$ cat config.mk
export PLATFORM = sky130hd
export DESIGN_NAME = gf180mcu_fd_sc_mcu9t5v0__latsnq_bank_flat
export DESIGN_NICKNAME = d
export VERILOG_FILES = /design/src/rtl/gf180mcu_fd_sc_mcu9t5v0__latsnq_bank_if.sv /design/src/rtl/gf180mcu_fd_sc_mcu9t5v0__latsnq_bank.sv /design/src/flat_wrapper.sv
export SDC_FILE = /design/constraint.sdc
export NUM_CORES = 1
export LEC_CHECK = 0
export CAP_MARGIN = 0
export CORE_UTILIZATION = 40
export DETAILED_ROUTE_END_ITERATION = 8
export GPL_ROUTABILITY_DRIVEN = 0
export PLACE_DENSITY = 0.73
export SYNTH_ARGS = -nofsm -noshare
export SYNTH_HDL_FRONTEND = slang
export SYNTH_SLANG_ARGS = --single-unit
$ cat constraint.sdc
create_clock -name CLK -period 4.5 [get_ports CLK]
set_input_delay 0.9 -clock CLK [delete_from_list [all_inputs] [get_ports CLK]]
set_output_delay 0.9 -clock CLK [all_outputs]
set_load 0.02 [all_outputs]
$ cat src/rtl/gf180mcu_fd_sc_mcu9t5v0__latsnq_bank_if.sv
// Bus bundle for the preset-to-one register bank: write port, per-entry set,
// read port and the sticky set-pulse-width error flags.
interface gf180mcu_fd_sc_mcu9t5v0__latsnq_bank_if #(
   parameter int WIDTH = 8,
   parameter int DEPTH = 4
);
   localparam int AW = (DEPTH > 1) ? $clog2(DEPTH) : 1;

   logic             E;
   logic [AW-1:0]    WADDR;
   logic [WIDTH-1:0] D;
   logic [DEPTH-1:0] SETN;
   logic             RE;
   logic [AW-1:0]    RADDR;
   logic             ERR_CLR;
   logic [WIDTH-1:0] Q;
   logic             QVALID;
   logic [DEPTH-1:0] ERR;

   modport master (
      output E, WADDR, D, SETN, RE, RADDR, ERR_CLR,
      input  Q, QVALID, ERR
   );

   modport slave (
      input  E, WADDR, D, SETN, RE, RADDR, ERR_CLR,
      output Q, QVALID, ERR
   );
endinterface

$ cat src/rtl/gf180mcu_fd_sc_mcu9t5v0__latsnq_bank.sv
// DEPTH x WIDTH bank of preset-to-one registers with a registered read port,
// optional write-through bypass and a per-entry minimum set-pulse checker.
module gf180mcu_fd_sc_mcu9t5v0__latsnq_bank #(
   parameter int WIDTH      = 8,
   parameter int DEPTH      = 4,
   parameter int BYPASS     = 1,
   parameter int MIN_SET_PW = 2
) (
   input logic CLK,
   input logic RN,
   gf180mcu_fd_sc_mcu9t5v0__latsnq_bank_if.slave bus
);
   localparam int AW = (DEPTH > 1) ? $clog2(DEPTH) : 1;
   localparam int CW = $clog2(MIN_SET_PW + 1);
   localparam logic [CW-1:0]    CNT_MAX  = CW'(MIN_SET_PW);
   localparam logic [CW-1:0]    CNT_ONE  = CW'(1);
   localparam logic [CW-1:0]    CNT_ZERO = {CW{1'b0}};
   localparam logic [WIDTH-1:0] ONES     = {WIDTH{1'b1}};
   localparam logic [WIDTH-1:0] ZEROS    = {WIDTH{1'b0}};

   logic [WIDTH-1:0] mem_r [DEPTH];
   logic [CW-1:0]    cnt_r [DEPTH];
   logic [DEPTH-1:0] err_r;
   logic [WIDTH-1:0] q_r;
   logic             qvalid_r;

   logic [WIDTH-1:0] rd_data_s;
   logic [DEPTH-1:0] viol_s;

   // Read mux; an address matching no entry falls through to all zeros.
   always_comb begin
      rd_data_s = ZEROS;
      for (int i = 0; i < DEPTH; i++) begin
         if (bus.RADDR == AW'(i)) begin
            if (!bus.SETN[i]) begin
               rd_data_s = ONES;
            end else if ((BYPASS != 0) && bus.E && (bus.WADDR == AW'(i))) begin
               rd_data_s = bus.D;
            end else begin
               rd_data_s = mem_r[i];
            end
         end else begin
            rd_data_s = rd_data_s;
         end
      end
   end

   // A nonzero count proves the previous sample was low, so SETN high now is a release edge.
   always_comb begin
      viol_s = {DEPTH{1'b0}};
      for (int i = 0; i < DEPTH; i++) begin
         viol_s[i] = bus.SETN[i] && (cnt_r[i] != CNT_ZERO) && (cnt_r[i] < CNT_MAX);
      end
   end

   // Storage entries, pulse-width counters and sticky error flags.
   always_ff @(posedge CLK) begin
      if (!RN) begin
         for (int i = 0; i < DEPTH; i++) begin
            mem_r[i] <= ONES;
            cnt_r[i] <= CNT_ZERO;
         end
         err_r <= {DEPTH{1'b0}};
      end else begin
         for (int i = 0; i < DEPTH; i++) begin
            if (!bus.SETN[i]) begin
               mem_r[i] <= ONES;
            end else if (bus.E && (bus.WADDR == AW'(i))) begin
               mem_r[i] <= bus.D;
            end else begin
               mem_r[i] <= mem_r[i];
            end
            if (bus.SETN[i]) begin
               cnt_r[i] <= CNT_ZERO;
            end else if (cnt_r[i] < CNT_MAX) begin
               cnt_r[i] <= cnt_r[i] + CNT_ONE;
            end else begin
               cnt_r[i] <= cnt_r[i];
            end
         end
         // New violations win over a coincident clear.
         err_r <= (bus.ERR_CLR ? {DEPTH{1'b0}} : err_r) | viol_s;
      end
   end

   // Registered read port; QVALID pulses once per accepted read.
   always_ff @(posedge CLK) begin
      if (!RN) begin
         q_r      <= ONES;
         qvalid_r <= 1'b0;
      end else if (bus.RE) begin
         q_r      <= rd_data_s;
         qvalid_r <= 1'b1;
      end else begin
         q_r      <= q_r;
         qvalid_r <= 1'b0;
      end
   end

   assign bus.Q      = q_r;
   assign bus.QVALID = qvalid_r;
   assign bus.ERR    = err_r;
endmodule

$ cat src/flat_wrapper.sv
// flat-port wrapper written by rule: the top's interface ports become plain ports
module gf180mcu_fd_sc_mcu9t5v0__latsnq_bank_flat 
#(
   parameter int WIDTH      = 8,
   parameter int DEPTH      = 4,
   parameter int BYPASS     = 1,
   parameter int MIN_SET_PW = 2
)
  (CLK, RN, bus_E, bus_WADDR, bus_D, bus_SETN, bus_RE, bus_RADDR, bus_ERR_CLR, bus_Q, bus_QVALID, bus_ERR);
  gf180mcu_fd_sc_mcu9t5v0__latsnq_bank_if #(.WIDTH(WIDTH), .DEPTH(DEPTH)) bus_i ();
  input logic CLK;
  input logic RN;
  input wire logic [$bits(bus_i.E)-1:0] bus_E;
  input wire logic [$bits(bus_i.WADDR)-1:0] bus_WADDR;
  input wire logic [$bits(bus_i.D)-1:0] bus_D;
  input wire logic [$bits(bus_i.SETN)-1:0] bus_SETN;
  input wire logic [$bits(bus_i.RE)-1:0] bus_RE;
  input wire logic [$bits(bus_i.RADDR)-1:0] bus_RADDR;
  input wire logic [$bits(bus_i.ERR_CLR)-1:0] bus_ERR_CLR;
  output wire logic [$bits(bus_i.Q)-1:0] bus_Q;
  output wire logic [$bits(bus_i.QVALID)-1:0] bus_QVALID;
  output wire logic [$bits(bus_i.ERR)-1:0] bus_ERR;
  assign bus_i.E = bus_E;
  assign bus_i.WADDR = bus_WADDR;
  assign bus_i.D = bus_D;
  assign bus_i.SETN = bus_SETN;
  assign bus_i.RE = bus_RE;
  assign bus_i.RADDR = bus_RADDR;
  assign bus_i.ERR_CLR = bus_ERR_CLR;
  assign bus_Q = bus_i.Q;
  assign bus_QVALID = bus_i.QVALID;
  assign bus_ERR = bus_i.ERR;
  gf180mcu_fd_sc_mcu9t5v0__latsnq_bank #(.WIDTH(WIDTH), .DEPTH(DEPTH), .BYPASS(BYPASS), .MIN_SET_PW(MIN_SET_PW)) u_core (.CLK(CLK), .RN(RN), .bus(bus_i));
endmodule
==> key figures <==
Floorplanning
  • I/O pins: 34
  • Core area: between 0.006 and 0.007 mm2
  • Die extent in y: 84.62 um
  • DIE WIDTH: 84.62 um
  • Die Area: 0.007160 mm2
  • Initial Util: 42.27%
  • Std cell rows: 29

Placed design
  • Number of buffer cells added on primary ports: 33
  • Dpl hpwl: between 4000 and 5000 um

Timing
  • Fin crit share: 63.85%
  • Clock Skew: between 0.005 and 0.006 ns
  • Slew @ Worst Pin: between 0.7 and 0.8 ns
  • Fin. max-slew vios: 0
  • Slew headroom: 48.00%
  • Final Hold Vio Count: 0
  • Unrepaired setup endpoints after global routing: false
  • Minimum clock period: 2.873 ns
  • Worst Hold Margin: 0.5765 ns
  • Fmax: 348.0 MHz
  • Final setup fails: 0
  • Setup_tns: 0 ns

Logic synthesis
  • Number of synthesized register bits: 53
  • Post-synthesis sequential area ratio: between 50% and 60%
  • Synthesized net count: 264
  • EDFF count, synth: 40
  • Area share of the largest cell type after synthesis: 44.00%
  • Post-synthesis cell type count: 32
  • Gate Count Post-Synth: 239
  • Top cells by area, synth: edfxtp_1 44%, dfxtp_1 9.5%, or3_1 7.3%, mux2_2 3.7%, nor2b_1 3.4%
  • Post-synthesis area per instance: 11.42 um2
  • Most frequent cell after synthesis: edfxtp_1
  • Synth top cells by count: 40 x edfxtp_1, 32 x or3_1, 15 x nor2b_1
  • Synth warnings: 0
  • Synth Cell Area: around 0.0027 mm2
  • Fraction of registers with async set/reset: 0%
  • Yosys top cell by area: edfxtp_1
  • Top_reg_cell synth: edfxtp_1

Power
  • Tot Pwr: 1.060 mW
  • Switching Share: 23.87%
  • Combinational share of power: between 10% and 20%
  • Peak supply drop: about 120 uV
  • Internal: 0.8072 mW
  • Flop pwr share: 53.8%
  • Psw: 0.2531 mW
  • LEAKAGE: 1.071 nW
  • Clock share of power: between 30% and 40%
  • Pwr/cell area: 331.0 mW/mm2

Drt
  • Drt pass-1 iters: 7
  • Via density per instance: 5.891
  • Antenna Nets Post-Route: 0
  • Via count of the routed design: 1997
  • Drc violations: 2
  • DRT Wirelength: ~6400 um
  • Drt initial violations: between 100 and 150
  • WL/cell: 18.83 um

Setup path
  • Worst Setup Start Kind: primary input
  • Critical Path AT: approximately 3.1 ns
  • Max FO, Critical Path: 17
  • Req. time, crit path: approximately 4.7 ns
  • Setup CP Type: in -> reg
  • Kind of end point of the critical path: flop
  • R2r setup slk: roughly 3.3 ns

Layout
  • Nets: 286
  • Antenna diode count: 0
  • Final core utilization: about 50%
  • Layout cells sized above 1: 7.252%
  • Synth-to-Final Area Change: 17.32%
  • Filler instances: 586

Run status
  • Violated checks: design-rule violations
  • Outcome: complete, but fails checks

GRT
  • Vias in the first global route: 1940
  • Largest net degree at the start of global routing: 20
  • First-pass GRT wire length: roughly 10000 um
  • GRT Total Usage: 18.37%
  • Total grt overflow: 0
  • Antenna violations before repair: 0

Clock tree
  • H-Tree Depth: 2
  • PostCTS Resize Cnt: 0
  • Post-CTS setup buffers: 0
  • Clock Tree Buf Depth: 2
  • Hold buffer count at cts: 0
  • Clock transition at path regs: 0.09 ns
  • Clk root buf: clkbuf_8
  • Clock latency on the worst-skew pair: 0.30 ns
  • CTS tree: yes
  • CTS Buf Count: 5
  • Clock Sinks: 53

Flow run
  • Max Cap Viol: 0

Worst hold path
  • Worst hold path type: reg -> reg
==> path summary, 6_finish.rpt <==
check                startpoint                  to  depth (start not counted)
max reg2reg  u_core.cnt_r[3][1]  u_core.cnt_r[3][1]                          3
min             u_core.bus.Q[0]     u_core.bus.Q[0]                          2
max                       bus_E     u_core.bus.Q[6]                          5
min reg2reg     u_core.bus.Q[0]     u_core.bus.Q[0]                          2
==> metrics by stage <==
stage	area [um2]	instances	setup slack [ns]
finish	3203	339	1.627
global route	3203	339	1.547
CTS	3203	339	1.647
global placement	3087	331	1.360
floorplan	2730	239	2.218
detailed placement	3087	331	1.335
==> layer usage <==
| layer | vias to the layer above | GRT usage (%) | routed length [um] | share of wire (%) |
|---|---|---|---|---|
| met5 | - | 0 | 0 | 0 |
| li1 | 967 | - | - | - |
| met1 | 953 | 24.42 | 2898 | 45 |
| met3 | 6 | 3.147 | 361 | 5.7 |
| met4 | 0 | 6.009 | 76 | 1.2 |
| met2 | 71 | 30.60 | 3046 | 48 |
==> registers in the layout, indices dropped and copies added, names as in the netlist <==
name,count
u_core.bus.ERR,4
u_core.mem_r,32
u_core.bus.Q,8
u_core.cnt_r,8
u_core.bus.QVALID,1
==> cell type report <==
| cell class | count | area, um2 | area share, % |
|---|---|---|---|
| flip-flops and latches | 53 | 1461 | 45.62 |
| multi-input cells | 158 | 1157 | 36.13 |
| repair buffers | 34 | 337.8 | 10.55 |
| well taps | 77 | 96.34 | 3.008 |
| clock buffers | 7 | 86.33 | 2.695 |
| inverters | 9 | 33.78 | 1.055 |
| clock inverters | 1 | 30.03 | 0.9375 |
==> placed cells by master, fill, tap and decap left out, types with 2 or more instances in the layout <==
master / netlist / layout
a221oi_1: 6 / 6
nor4bb_1: 5 / 5
inv_1: 9 / 9
and2_1: 2 / 2
a32o_1: 6 / 6
o21ai_0: 8 / 8
dfxtp_1: 13 / 13
nand2_1: 5 / 5
nand2b_1: 3 / 3
o22ai_1: 7 / 7
a21oi_1: 4 / 4
or3_1: 32 / 32
nand3b_1: 6 / 6
a211o_1: 7 / 7
nor2_1: 4 / 4
clkbuf_8: 0 / 6
nand4b_1: 2 / 2
nor2b_1: 15 / 15
nor4b_1: 4 / 4
clkdlybuf4s50_1: 0 / 33
a31oi_1: 7 / 7
ha_1: 4 / 4
nand3_1: 8 / 8
mux2_2: 9 / 9
edfxtp_1: 40 / 40
mux2i_1: 8 / 8
==> kinds of logic (layout without fill, tap and decap cells) <==
| family | after synthesis | in the layout | share of synthesized area [%] |
|---|---|---|---|
| simple gates | 88 | 88 | 20.58 |
| flops | 53 | 53 | 53.53 |
| compound gates | 48 | 48 | 12.79 |
| buf+inv | 28 | 51 | 4.079 |
| mux | 18 | 18 | 7.195 |
| fa+ha+maj | 4 | 4 | 1.833 |
==> power groups by stage <==
stage          Combinational, mW  Clock [mW]  Sequential (mW)
2_1_floorplan             0.0803           0            0.586
3_3_place_gp               0.149           0            0.581
3_5_place_dp               0.152           0            0.582
4_1_cts                    0.153       0.340            0.571
5_1_grt                    0.165       0.360            0.575
6_report                   0.153       0.337            0.571
==> worst max-delay path, cell delays in order <==
cell             delay, ns
clkdlybuf4s50_1       0.68
or3b_1                0.63
mux2_4                0.38
o32a_1                0.28
a41o_1                0.20
No activity file was read; power rests on OpenSTA's default activity.
